<file path="config.mk">
export PLATFORM = sky130hd
export DESIGN_NAME = dff_write_arbiter
export DESIGN_NICKNAME = d
export VERILOG_FILES = /design/src/rtl/dff_write_arbiter.sv
export SDC_FILE = /design/constraint.sdc
export NUM_CORES = 1
export LEC_CHECK = 0
export CORE_ASPECT_RATIO = 1.75
export CORE_MARGIN = 2
export CORE_UTILIZATION = 39
export CTS_BUF_LIST = sky130_fd_sc_hd__clkbuf_4 sky130_fd_sc_hd__clkbuf_8
export CTS_CLUSTER_SIZE = 24
export DETAILED_ROUTE_END_ITERATION = 8
export GPL_TIMING_DRIVEN = 0
export PLACE_DENSITY = 0.74
export SYNTH_ARGS = -nofsm -noshare
export SYNTH_HDL_FRONTEND = slang
export SYNTH_SLANG_ARGS = --single-unit
</file>
<file path="constraint.sdc">
create_clock -name clk -period 1.4 [get_ports clk]
set_clock_uncertainty 0.05 [all_clocks]
set_input_delay 0.21 -clock clk [delete_from_list [all_inputs] [get_ports clk]]
set_output_delay 0.21 -clock clk [all_outputs]
set_load 0.005 [all_outputs]
</file>
<file path="src/rtl/dff_write_arbiter.sv">
// Round-robin arbiter that commits one requester's data into a shared enable-gated register.
// Optional owner lock-in when LOCK_EN is defined.
module dff_write_arbiter #(
  parameter int unsigned NUM_REQ = 4,
  parameter int unsigned DATA_W  = 8
) (
  input  logic                       clk,
  input  logic                       rst_n,
  input  logic                       clr,
  input  logic [NUM_REQ-1:0]         req,
  input  logic [NUM_REQ*DATA_W-1:0]  wdata,
`ifdef LOCK_EN
  input  logic [NUM_REQ-1:0]         lock,
`endif
  output logic [NUM_REQ-1:0]         gnt,
  output logic [DATA_W-1:0]          q,
  output logic                       busy,
  output logic [$clog2(NUM_REQ)-1:0] owner
);

  localparam int unsigned IdxW = $clog2(NUM_REQ);

  typedef enum logic [1:0] {StIdle, StWrite, StAck} state_e;

  state_e            state_q, state_d;
  logic [IdxW-1:0]   owner_q, owner_d;
  logic [IdxW-1:0]   ptr_q, ptr_d;
  logic [DATA_W-1:0] hold_q, hold_d;
  logic [DATA_W-1:0] q_q, q_d;
  logic              locked_q, locked_d;
  logic              lock_hit;
  logic              lock_owner;
  logic [IdxW-1:0]   rr_win, win;
  logic [DATA_W-1:0] win_lane;

  // First set request scanning upward from ptr with wrap.
  always_comb begin
    int unsigned k;
    logic        found;
    rr_win = '0;
    found  = 1'b0;
    for (int unsigned i = 0; i < NUM_REQ; i++) begin
      k = 32'(ptr_q) + i;
      if (k >= NUM_REQ) k = k - NUM_REQ;
      if (!found && req[k]) begin
        found  = 1'b1;
        rr_win = IdxW'(k);
      end
    end
  end

`ifdef LOCK_EN
  assign lock_hit   = locked_q && req[owner_q];
  assign lock_owner = lock[owner_q];
`else
  assign lock_hit   = 1'b0;
  assign lock_owner = 1'b0;
`endif

  assign win = lock_hit ? owner_q : rr_win;

  always_comb begin
    win_lane = '0;
    for (int unsigned i = 0; i < NUM_REQ; i++) begin
      if (IdxW'(i) == win) win_lane = wdata[i*DATA_W +: DATA_W];
    end
  end

  always_comb begin
    state_d  = state_q;
    owner_d  = owner_q;
    ptr_d    = ptr_q;
    hold_d   = hold_q;
    q_d      = q_q;
    locked_d = locked_q;
    unique case (state_q)
      StIdle: begin
        // A lock survives IDLE only while its owner keeps requesting.
        locked_d = lock_hit;
        if (|req) begin
          owner_d = win;
          hold_d  = win_lane;
          state_d = StWrite;
        end
      end
      StWrite: begin
        q_d     = hold_q;
        state_d = StAck;
      end
      StAck: begin
        locked_d = lock_owner;
        if (!lock_owner) begin
          ptr_d = (owner_q == IdxW'(NUM_REQ - 1)) ? '0 : owner_q + 1'b1;
        end
        state_d = StIdle;
      end
      default: state_d = StIdle;
    endcase
    // Clear wins over everything but leaves the arbitration history intact.
    if (clr) begin
      q_d      = '0;
      state_d  = StIdle;
      owner_d  = owner_q;
      ptr_d    = ptr_q;
      hold_d   = hold_q;
      locked_d = 1'b0;
    end
  end

  always_ff @(posedge clk or negedge rst_n) begin
    if (!rst_n) begin
      state_q  <= StIdle;
      owner_q  <= '0;
      ptr_q    <= '0;
      hold_q   <= '0;
      q_q      <= '0;
      locked_q <= 1'b0;
    end else begin
      state_q  <= state_d;
      owner_q  <= owner_d;
      ptr_q    <= ptr_d;
      hold_q   <= hold_d;
      q_q      <= q_d;
      locked_q <= locked_d;
    end
  end

  always_comb begin
    gnt = '0;
    if (state_q == StAck) gnt[owner_q] = 1'b1;
  end

  assign q     = q_q;
  assign busy  = (state_q != StIdle);
  assign owner = owner_q;

endmodule
</file>
; ---- After elaboration in Yosys (flattened, before gate mapping)
; Index checks and enable logic that the tools add are counted.
[totals]
register_bits = 22
input_bits = 39
out_inout_bits = 15
elab_cells = 77
[classes]
add_sub_neg = 8
order_cmp = 10
n_eq_ne = 7
mux = 32
bitwise = 1
n_reduce_logical = 14
[op_table]
columns = op, count
row1 = "< comparator 32 x 3 -> 1 bit, second input constant", 4
row2 = two-way mux 32 bit, 4
row3 = two-way mux 8 bit, 6
row4 = two-way mux 2 bit, 7
row5 = "subtractor 3 x 3 -> 4 bit, second input constant", 3
row6 = "greater-or-equal comparator 3 bit, second input constant", 3
row7 = binary-select mux 1 bit (select 2 bit), 4
row8 = two-way mux 1 bit, 8
row9 = "adder 2 x 2 -> 3 bit, second input constant", 2
row10 = "== test 2 bit, first input constant", 2
row11 = "== test 2 bit, second input constant", 2
row12 = logical AND 1 bit, 4
row13 = zero test 2 bit, 2
row14 = two-way mux 4 bit, 1
row15 = one-hot mux 2 bit (2 select lines), 1
row16 = nonzero test 2 bit, 2
row17 = OR reduction 4 bit, 1
row18 = "subtractor 2 x 3 -> 4 bit, second input constant", 1
row19 = "adder 2 x 1 -> 3 bit, second input constant", 1
row20 = "greater-or-equal comparator 2 x 3 -> 1 bit, second input constant", 1
row21 = zero test 1 bit, 3
row22 = "< comparator 2 x 3 -> 1 bit, second input constant", 1
row23 = "!= test 3 bit, second input constant", 1
row24 = AND reduction 3 bit, 1
row25 = other kinds (7), 7

; ---- Depth between registers and ports, before layout
; Gate-level depths: netlist of the first run.
[depth]
ltp_word = 19
mapped_depth = 7
ltp_nobuf = 5

; ---- Least setup slack after synthesis of the first run
; OpenSTA, ideal clock, no wires.
[synth_path]
kind = register to register
from = reg state_q[1]
to = reg hold_q[1]
setup_ns = 0.087
arrival_time_ns = 1.488
required_ns = 1.263
slack_ns = -0.225
path_stages_with_launch = 8
path_buffers = 2
path_cell_list = dfrtp_1 or2_1 or3_1 buf_6 clkinv_8 buf_12 o221ai_1 a22oi_1
[synth_between]
elab_chain_cells = 2
[synth_rtl]
columns = item, line_no
row1 = from (decl), 25  ; state_e state_q, state_d;
row2 = from (signal assigned), 112  ; state_q <= StIdle;
row3 = from (signal assigned), 119  ; state_q <= state_d;
row4 = zero test 2 bit, 76  ; unique case (state_q)
row5 = AND reduction 3 bit (no source line), n/a
row6 = to (signal assigned), 122  ; hold_q <= hold_d;
row7 = to (decl), 28  ; logic [DATA_W-1:0] hold_q, hold_d;
; No other way between the ends.
; A chain may end at the register's enable or synchronous reset.

; ---- Final worst setup path of the first run
[layout_path]
from = reg state_q[1]
to = reg owner_q[1], in the netlist owner[1]
[layout_between]
elab_chain_cells = 2
[layout_rtl]
columns = item, line_no
row1 = zero test 2 bit, 76
row2 = AND reduction 3 bit (no source line), n/a
row3 = to (signal assigned), 120  ; owner_q <= owner_d;
row4 = to (decl), 26  ; logic [IdxW-1:0] owner_q, owner_d;
; No other way between the ends.

==> results of run 1 <==
## worst paths after layout
kind                       slack, ps  startpoint       end  depth (start not counted)
max                             -320  state_q[1]  owner[1]                          8
min                               50       rst_n  owner[0]                          1
max reg2reg                     -320  state_q[1]  owner[1]                          8
min reg2reg                      470        q[4]      q[4]                          2
max in group asynchronous        610       rst_n  ptr_q[1]                          1
min in group clk                 470        q[4]      q[4]                          2
## metal layers
| metal | global-route usage (%) | vias up | routed length, um | share of wire [%] |
|---|---|---|---|---|
| li1 | - | 624 | - | - |
| met1 | 21.1 | 605 | 1330 | 36 |
| met2 | 37.9 | 48 | 2200 | 59 |
| met3 | 1.36 | 6 | 134 | 3.6 |
| met4 | 9.17 | 0 | 66 | 1.8 |
| met5 | 0 | - | 0 | 0 |
## kinds of logic (layout without fill, tap and decap cells)
logic type	Yosys count	after routing
AO/OA/AOI/OAI	35	35
adder cells (fa/ha/maj)	4	4
buffers and inverters	13	90
flip-flops	22	22
multiplexers	9	9
AND/OR/NAND/NOR	49	49
## layout make-up
class	instances	area, um2
clock inverter	1	30.0
timing repair buffer	75	739
fill	252	868
buffer	4	46.3
clock buffer	3	41.3
inverter	7	41.3
tap	43	53.8
sequential	22	552
multi-input combinational	97	736
## registers in the layout, indices dropped and copies added, names as in the netlist
register / flops
hold_q: 8
q: 8
owner: 2
ptr_q: 2
state_q: 2
## power by group
part,total (W),internal (W),switching [W],leakage [nW]
sequential,0.000955,0.000806,0.000148,0.279
clock,0.000573,0.000381,0.000192,0.0357
combinational,0.00130,0.000701,0.000596,0.797
## critical path, cell delays in order, from the launching register on
cell,delay (ps)
dfrtp_1,380
or2_1,250
or3_1,370
buf_6,160
clkinv_8,60
buf_12,110
buf_6,120
nand2_1,60
o21ai_1,90
## through the flow
stage / instances / setup TNS [ps]
global placement: 228 / -6810
floorplan: 132 / -1890
global route: 252 / -5090
finish: 252 / -4020
detailed placement: 228 / -8470
CTS: 246 / -4090
## timing repair
action,in CTS,in global routing
pin swaps,5,9
buffers inserted,14,9
hold buffers,0,0
setup endpoints to repair,19,30
resized for setup,40,36
## cells in the final DEF, fill, tap and decap left out, types with 2 or more instances in the layout
| cell | instances |
|---|---|
| o221ai_2 | 4 |
| and2_4 | 3 |
| buf_6 | 13 |
| clkdlybuf4s50_1 | 34 |
| a22oi_1 | 7 |
| nor3_1 | 2 |
| dfrtp_1 | 21 |
| nor2_1 | 4 |
| dlygate4sd2_1 | 6 |
| mux2i_1 | 7 |
| buf_4 | 14 |
| dlymetal6s2s_1 | 9 |
| nor2b_4 | 2 |
| ha_1 | 2 |
| o21ai_0 | 4 |
| nand2_1 | 25 |
| inv_1 | 4 |
| nor2b_1 | 4 |
| clkbuf_8 | 3 |
| o221ai_1 | 3 |
| a21oi_1 | 8 |
==> metrics.yaml, run 1 <==
clock_network:
  cts_buffers: 3
  cts_root_buf: "clkbuf_8"
  cts_tree: "built"
  clkLatencyLatePin_ps: 260
  cts_max_level: 1
  clk_path_buf_depth: 2
  clk_pin_slew_ps: 70
  cts.sinks: 22
logic_synthesis:
  synth_top_family_by_area: "compound AO/OA/AOI/OAI gates"
  synth-seq-area-share_pct: 44.0
  ys_top_cells_by_count: "nand2_1 (26), dfrtp_1 (22), a21oi_1 (9)"
  async_flop_share_pct: 100
  synthAdderAreaFrac_pct: 4.00
  synthTopCellsByArea: "dfrtp_1 (44%), nand2_1 (7.8%), mux2i_1 (6.4%)"
  netlist_instances: 132
  yosys.area.top_type: "dfrtp_1"
  synth_top_area_share_pct: 44.0
  synth_mux_area_share_pct: 7.29
  yosysMostFrequentCell: "nand2_1"
  synth.avg_cell_area_um2: 9.49
  synth_edf_count: 0
  synth_warnings: 0
  ys_ff_latch: 22
  synth_xor_area_share_pct: 0
  syn-num-nets: 175
  synth_compound_area_share_pct: 19.4
  synth_area_um2: 1250
  synth.distinct_cells: 31
  synth-simple-area-share_pct: 18.3
  ys.flop_type: "dfrtp_1"
drt:
  wl_per_cell_um: 14.8
  initialDrtViolationCount: 34
  drc: 0
  wl_mm: 3.74
  num_vias: 1283
  ant_nets: 0
  viasPerCell: 5.09
  first_pass_iters: 4
timing:
  finalSetupViolCount: 18
  tightest_slew_ps: 961
  max_freq_ghz: 0.581
  setup_ws_ps: -321
  drv_slew: 0
  slew_headroom_pct: 35.9
  fin_hold_ws_ps: 45.4
  fin_crit_ps: 1720
  fin_crit_sh_pct: 123
  hold_viol: 0
  rsz0062_at_grt: "true"
critical_path:
  critical_path_required_ps: 1530
  crit_path_start_kind: "flip-flop"
  end_kind: "flip-flop"
  worstPathArrival_ps: 1850
  critPathKind: "reg -> reg"
  cp_max_fo: 7
pwr:
  power.density_nw_per_um2: 1260
  total_power_w: 0.00283
  p_leak_nw: 1.11
  max-vdd-ir-drop_mv: 0.988
global_route:
  globalRouteOverflowTotal: 0
  grt_pass1_vias: 1313
  grt_pass1_wl_mm: 5.62
  grt_max_degree: 23
  antenna_found_initial: 0
  grt_use_total_pct: 20.3
placement:
  port_buffers: 53
  gp_congestion: 0.741
  dpl_cell_area_um2: 1840
  dpl_worst_slack_ps: -642
  dpl.hpwl_mm: 2.51
die:
  die_h_um: 79.0
  core-area_um2: 3110
  row_count: 27
  initial_core_util_pct: 40.3
  io_pins: 54
  dieArea_um2: 3700
  die_w_um: 46.8
status:
  outcome: "complete, but fails checks"
  violations: "negative setup slack"
cells_and_area:
  drive_gt1_share_pct: 28.7
  fin_nets: 253
  final_area_um2: 2240
  final_util_pct: 72.1
  n_antenna_cell: 0
  syn2layout_area_growth_pct: 78.8
job:
  maxCapViolCount: 0
hold_path:
  hold_class: "in -> async"
Note: power is estimated with default switching activity, not from simulation.
==> run 2, diff against run 1 <==
--- a/config.mk
+++ b/config.mk
@@ -5,9 +5,10 @@
 export SDC_FILE = /design/constraint.sdc
 export NUM_CORES = 1
 export LEC_CHECK = 0
+export ABC_AREA = 1
 export CORE_ASPECT_RATIO = 1.75
 export CORE_MARGIN = 2
-export CORE_UTILIZATION = 39
+export CORE_UTILIZATION = 40
 export CTS_BUF_LIST = sky130_fd_sc_hd__clkbuf_4 sky130_fd_sc_hd__clkbuf_8
 export CTS_CLUSTER_SIZE = 24
 export DETAILED_ROUTE_END_ITERATION = 8
==> constraint.sdc (replaced) <==
create_clock -name clk -period 1.4 [get_ports clk]
set_clock_uncertainty 0.05 [all_clocks]
set_input_delay 0.21 -clock clk [delete_from_list [all_inputs] [get_ports clk]]
set_output_delay 0.21 -clock clk [all_outputs]
set_load 0.05 [all_outputs]
==> run 2 against run 1 <==
  * The flow still finishes with violations (negative setup slack)
  * Utilization is 0.74 points lower
  * Combinational power grew to 3.4 times the previous value
  * Total power is 110% higher
  * Worst hold slack worse by 5.0 ps
  * Worst setup slack worse by 330 ps
  * Cell area is 17% higher
==> metrics.yaml, run 2 <==
logic_synthesis:
  synth_top_area_share_pct: 35.8  # -8.1 points
  synth_warnings: 0  # unchanged
  synth.distinct_cells: 24  # -23%
  synth-seq-area-share_pct: 35.8  # -8.1 points
  yosys.area.top_type: "dfrtp_1"
  synth_area_um2: 1540  # +23%
  netlist_instances: 229  # +73%
  ys_ff_latch: 22  # unchanged
  synth.avg_cell_area_um2: 6.71  # -29%
  ys.flop_type: "dfrtp_1"
  yosysMostFrequentCell: "nand2_1"
  synth_edf_count: 0  # unchanged
  ys_top_cells_by_count: "nand2_1 (90), nand3_1 (31), inv_1 (27)"
  syn-num-nets: 272  # +55%
  synthTopCellsByArea: "dfrtp_1 (36%), nand2_1 (22%), nand3_1 (10%)"
  async_flop_share_pct: 100  # unchanged
critical_path:
  cpMaxStageDelayCell: "dfrtp_1"
  cp_cell_sequence: "buf_6, buf_6, nand2_2, nand3_4, nand2_4, inv_1, nand2_1, nand3_2, nand2_4, buf_12, nor2_4, nand2_1, nand4_1, nand2_1, nand2_1"
  worstPathArrival_ps: 2210  # +360 ps
  end_kind: "flip-flop"
  cp_max_fo: 8  # +1
  critical_path_required_ps: 1550  # +20 ps
  crit_path_start_kind: "flip-flop"
  cp_common_cell: "nand2_1"
  critPathKind: "reg -> reg"
  crit_path_max_incr_delay_ps: 400  # +20 ps
cells_and_area:
  final_area_um2: 2610  # +17%
  final_cell_mix: "nand2_1 (71), clkdlybuf4s50_1 (36), nand3_1 (27)"
  drive_gt1_share_pct: 34.5  # +5.8 points
  final_cells: 350  # +39%
  n_antenna_cell: 0  # unchanged
  final_common_cell: "nand2_1"
  syn2layout_area_growth_pct: 70.1
  fin_nets: 348  # +38%
drt:
  num_vias: 1767  # +38%
  first_pass_iters: 4  # unchanged
  wl_mm: 4.88  # +30%
  initialDrtViolationCount: 49  # +44%
  ant_nets: 0  # unchanged
  drc: 0  # unchanged
  viasPerCell: 5.05  # -0.84%
  wl_per_cell_um: 13.9  # -6.1%
pwr:
  p_clk_share_pct: 7.5  # -13 points
  total_power_w: 0.00588  # +110%
  p_leak_nw: 1.31  # +18%
  swShare_pct: 49.3  # +16 points
  seq_power_share_pct: 17.7  # -16 points
  switchingPower_w: 0.00290  # +210%
  p_int_w: 0.00298  # +58%
  power.density_nw_per_um2: 2250  # +78%
  max-vdd-ir-drop_mv: 1.43  # +44%
  pwr-share-comb_pct: 74.7  # +29 points
status:
  violations: "negative setup slack"
  outcome: "complete, but fails checks"
timing:
  hold_viol: 0  # unchanged
  max_freq_ghz: 0.487  # -16%
  drv_slew: 0  # unchanged
  fin_crit_sh_pct: 147  # +24 points
  fin_crit_ps: 2050  # +331 ps
  finalSetupViolCount: 15  # -3
  rsz0062_at_grt: "true"
  slew_headroom_pct: 35.6  # -0.27 points
  fin_hold_ws_ps: 40.4  # -5.02 ps
  setup_ws_ps: -653  # -331 ps
  tightest_slew_ps: 965  # +4.07 ps
die:
  core-area_um2: 3660  # +18%
  dieArea_um2: 4370  # +18%
  die_h_um: 86.0  # +8.9%
  initial_core_util_pct: 41.9  # +1.6 points
  row_count: 29  # +7.4%
  die_w_um: 50.9  # +8.6%
  io_pins: 54  # unchanged
clock_network:
  clk_path_buf_depth: 2  # unchanged
  clkLatencyLatePin_ps: 260  # about the same
  cts_buffers: 3  # unchanged
  cts_max_level: 1  # unchanged
  cts_hold_buffers: 0  # unchanged
  cts_root_buf: "clkbuf_8"
  clk_pin_slew_ps: 70  # about the same
  cts.sinks: 22  # unchanged
  cts_tree: "built"
global_route:
  grt_use_total_pct: 21.3  # +0.96 points
  grt_pass1_vias: 1738  # +32%
  grt_max_degree: 23  # unchanged
  antenna_found_initial: 0  # unchanged
  grt_pass1_wl_mm: 7.16  # +27%
  globalRouteOverflowTotal: 0  # unchanged
placement:
  gp_congestion: 0.849  # +15%
  dpl.hpwl_mm: 3.22  # +28%
  dp_cells: 328  # +44%
  dpl_worst_slack_ps: -809  # -167 ps
  port_buffers: 53  # unchanged
  dpl_cell_area_um2: 2170  # +18%
job:
  maxCapViolCount: 0  # unchanged
hold_path:
  hold_class: "in -> async"
==> run 2: changes by cell type after synthesis, moves of 4 or more <==
cell,change
nand3_1,+30
a21oi_1,-8
o221ai_1,-8
nor2_1,+8
a22oi_1,-7
nand2_1,+64
and2_1,-4
nand4_1,+8
inv_1,+21
nor2b_1,-6
mux2i_1,-8
==> run 2: worst paths after layout <==
path	slack, ps	endpoint	cells past startpoint	start
setup / recovery	-650	hold_q[1]	15	ptr_q[0]
hold / removal	40	ptr_q[0]	1	rst_n
setup reg to reg	-650	hold_q[1]	15	ptr_q[0]
hold reg to reg	430	q[4]	2	hold_q[4]
max in group asynchronous	610	owner[0]	1	rst_n
min in group clk	430	q[4]	2	hold_q[4]
==> run 2: what timing repair did <==
| item | CTS | global route |
|---|---|---|
| pin swaps | 11 | 28 |
| buffers inserted | 9 | 8 |
| cloned | 1 | 0 |
| gates resized for setup | 85 | 56 |
| setup endpoints to repair | 34 | 24 |
==> run 2: through the flow <==
step,util (%),setup TNS (ps)
after floorplan,-,-3110
after global placement,59.2,-11080
after detailed placement,59.2,-11580
after CTS,65.7,-5280
after global routing,71.3,-7700
final,71.3,-6400
==> run 2: power by group through the flow <==
stage                     combinational (W)  clock, W  sequential [W]
after floorplan                     0.00203         0         0.00116
after global placement              0.00288         0        0.000989
after detailed placement            0.00294         0        0.000999
after CTS                           0.00375  0.000450        0.000995
after global routing                0.00468  0.000475         0.00107
final                               0.00439  0.000442         0.00104
==> run 2: cell families (layout without fill, tap and decap cells) <==
logic type                 after synthesis  after routing  synth area share [%]
buffers and inverters                   37            112                  11.2
adders and majority gates                4              4                  3.26
and+or+nand+nor                        153            153                  44.6
DFF                                     22             22                  35.8
AOI/OAI and AO/OA                       13             13                  5.05
==> run 2: area by class of cell <==
class	instances	area, um2
Clock buffer	4	55.1
Fill cell	306	1050
Inverter	31	128
Buffer	6	71.3
Tap cell	46	57.6
Timing Repair Buffer	71	697
Sequential cell	22	554
Multi-Input combinational cell	170	1050
==> run 2: layer usage <==
metal  global-route usage (%)  vias up  share of wire [%]
met2                     42.0       46                 58
met5                        0        -                  0
met1                     20.8      830                 37
li1                         -      878                  -
met4                     11.3        0                2.4
met3                     1.74       13                2.1
==> run 2: worst max-delay path: cells and delay by family (launching register included) <==
family | cells | cell delay [ps]
simple gates | 11 | 1050
flops | 1 | 400
buf+inv | 4 | 490
==> run 3, diff against run 2 <==
--- a/config.mk
+++ b/config.mk
@@ -14,6 +14,7 @@
 export DETAILED_ROUTE_END_ITERATION = 8
 export GPL_TIMING_DRIVEN = 0
 export PLACE_DENSITY = 0.74
+export SKIP_CTS_REPAIR_TIMING = 1
 export SYNTH_ARGS = -nofsm -noshare
 export SYNTH_HDL_FRONTEND = slang
 export SYNTH_SLANG_ARGS = --single-unit
==> run 3 against run 2 <==
  * The flow still finishes with violations (negative setup slack)
  * Critical path depth down 1
  * Global-route usage down 2.2 points
  * Register-to-register slack better by 90 ps
  * Worst setup slack better by 91 ps
  * First-iteration DRC count down 43%
  * Wire length down 12%
  * Non-clock buffer count down 8
  * Total power down 13%
  * Die area unchanged
  * Utilization down 4.7 points
  * Highest routed layer unchanged
==> metrics.yaml, run 3 (synthesized netlist as in run 2, its figures left out) <==
die:
  die_h_um: 86.0  # unchanged
  dieArea_um2: 4370  # unchanged
  core-area_um2: 3660  # unchanged
  row_count: 29  # unchanged
  io_pins: 54  # unchanged
  initial_core_util_pct: 41.9  # unchanged
  die_w_um: 50.9  # unchanged
pwr:
  power.density_nw_per_um2: 2090  # -7.1%
  p_leak_nw: 1.39  # +6.2%
  max-vdd-ir-drop_mv: 1.54  # +8.1%
drt:
  ant_nets: 0  # unchanged
  top_layer_used: "met4"
  initialDrtViolationCount: 28  # -43%
  drc: 0  # unchanged
  routed-wl-met2_mm: 2.53  # -11%
  wl_met1_mm: 1.55  # -15%
  num_vias: 1715  # -2.9%
  wl_mm: 4.30  # -12%
  first_pass_iters: 4  # unchanged
  wl_per_cell_um: 12.6  # -9.8%
  viasPerCell: 5.01  # -0.67%
  dr_wl_met3_um: 120  # +18%
timing:
  fin_hold_ws_ps: 35.6  # -4.83 ps
  drv_slew: 0  # unchanged
  rsz0062_at_grt: "true"
  max_freq_ghz: 0.510  # +4.6%
  hold_viol: 0  # unchanged
  fin_crit_ps: 1960  # -90.8 ps
  slew_headroom_pct: 36.3  # +0.71 points
  tightest_slew_ps: 954  # -10.7 ps
  setup_ws_ps: -562  # +90.8 ps
  fin_crit_sh_pct: 140  # -6.5 points
  finalSetupViolCount: 14  # -1
cells_and_area:
  n_antenna_cell: 0  # unchanged
  fill_cells: 331  # +8.2%
  syn2layout_area_growth_pct: 58.9
  seq_area_um2: 554  # unchanged
  final_cell_mix: "nand2_1 (80), clkdlybuf4s50_1 (36), nand3_1 (28)"
  fin_nets: 340  # -2.3%
  final_common_cell: "nand2_1"
  final_cells: 342  # -2.3%
  drive_gt1_share_pct: 24.3  # -10 points
  multiInputGateArea_um2: 941  # -10%
critical_path:
  crit_path_max_incr_delay_ps: 410  # about the same
  cpMaxStageDelayCell: "dfrtp_1"
  critPathKind: "reg -> reg"
  crit_path_start_kind: "flip-flop"
  end_kind: "flip-flop"
  critical_path_required_ps: 1510  # -40 ps
  critPathTopFamily: "simple AND/OR/NAND/NOR gates"
  worst-path-buf-inv: 4  # unchanged
  cp_cell_sequence: "inv_2, buf_6, nand2_2, nand3_2, nand2_2, nor2_2, nand3_1, nand3_4, nand2_8, clkbuf_16, o21ai_2, inv_1, nand2_1, nand2_1"
  worstPathArrival_ps: 2070  # -140 ps
  cp_max_fo: 6  # -2
global_route:
  grt_max_degree: 23  # unchanged
  grt_pass1_wl_mm: 6.44  # -9.9%
  grt_use_total_pct: 19.0  # -2.2 points
  grt_pass1_vias: 1537  # -12%
  antenna_found_initial: 0  # unchanged
  globalRouteOverflowTotal: 0  # unchanged
status:
  violations: "negative setup slack"
  outcome: "complete, but fails checks"
clock_network:
  cts.sinks: 22  # unchanged
  cts_max_level: 1  # unchanged
  cts_tree: "built"
  clkLatencyLatePin_ps: 260  # about the same
  cts_buffers: 3  # unchanged
  clk_pin_slew_ps: 70  # about the same
  cts_root_buf: "clkbuf_8"
  clk_path_buf_depth: 2  # unchanged
placement:
  dp_cells: 328  # unchanged
  port_buffers: 53  # unchanged
  gp_congestion: 0.849  # unchanged
  dpl.hpwl_mm: 3.22  # unchanged
hold_path:
  hold_class: "in -> async"
job:
  maxCapViolCount: 0  # unchanged
[run 3: cell count changes in the layout (fill, tap and decap cells not counted), sizes merged]
cell / delta
buf: -12
dlymetal6s2s: +9
clkdlybuf4s15: -5
[run 3: area by class of cell]
cell class | count | share of cell area (%)
inverters | 31 | 5.02
well taps | 46 | 2.36
repair buffers | 63 | 26.5
plain buffers | 6 | 2.61
flip-flops and latches | 22 | 22.7
clock buffers | 4 | 2.26
multi-input cells | 170 | 38.5
[run 3: metal layers]
metal / vias to the layer above / global-route usage, %
met2: 49 / 37.6
met4: 0 / 8.11
li1: 862 / -
met1: 794 / 19.8
met3: 10 / 1.22
met5: - / 0
[run 3: report_power, final]
part	internal, W	leakage [nW]	total [W]	switching, W
Sequential	0.000843	0.281	0.00100	0.000160
Clock	0.000251	0.0288	0.000446	0.000195
Combinational	0.00150	1.08	0.00365	0.00215
[run 3: per-stage QoR]
| step | total power, W | instance area [um2] | worst slack [ps] | util, % | setup TNS, ps |
|---|---|---|---|---|---|
| 4_1_cts | 0.00439 | 2220 | -815 | 60.7 | -12180 |
| 6_report | 0.00510 | 2440 | -562 | 66.6 | -5240 |
| 3_5_place_dp | 0.00394 | 2170 | -809 | 59.2 | -11580 |
| 3_3_place_gp | 0.00387 | 2170 | -770 | 59.2 | -11080 |
| 5_1_grt | 0.00545 | 2440 | -688 | 66.6 | -6690 |
| 2_1_floorplan | 0.00319 | 1580 | -344 | - | -3110 |
[run 3: final timing paths]
check / start / slack [ps] / cells after the start / endpoint
setup / recovery: ptr_q[0] / -560 / 14 / hold_q[4]
hold / removal: rst_n / 40 / 1 / ptr_q[0]
setup reg to reg: ptr_q[0] / -560 / 14 / hold_q[4]
hold reg to reg: hold_q[2] / 430 / 2 / q[2]
max in group asynchronous: rst_n / 620 / 1 / owner[0]
min in group clk: hold_q[2] / 430 / 2 / q[2]
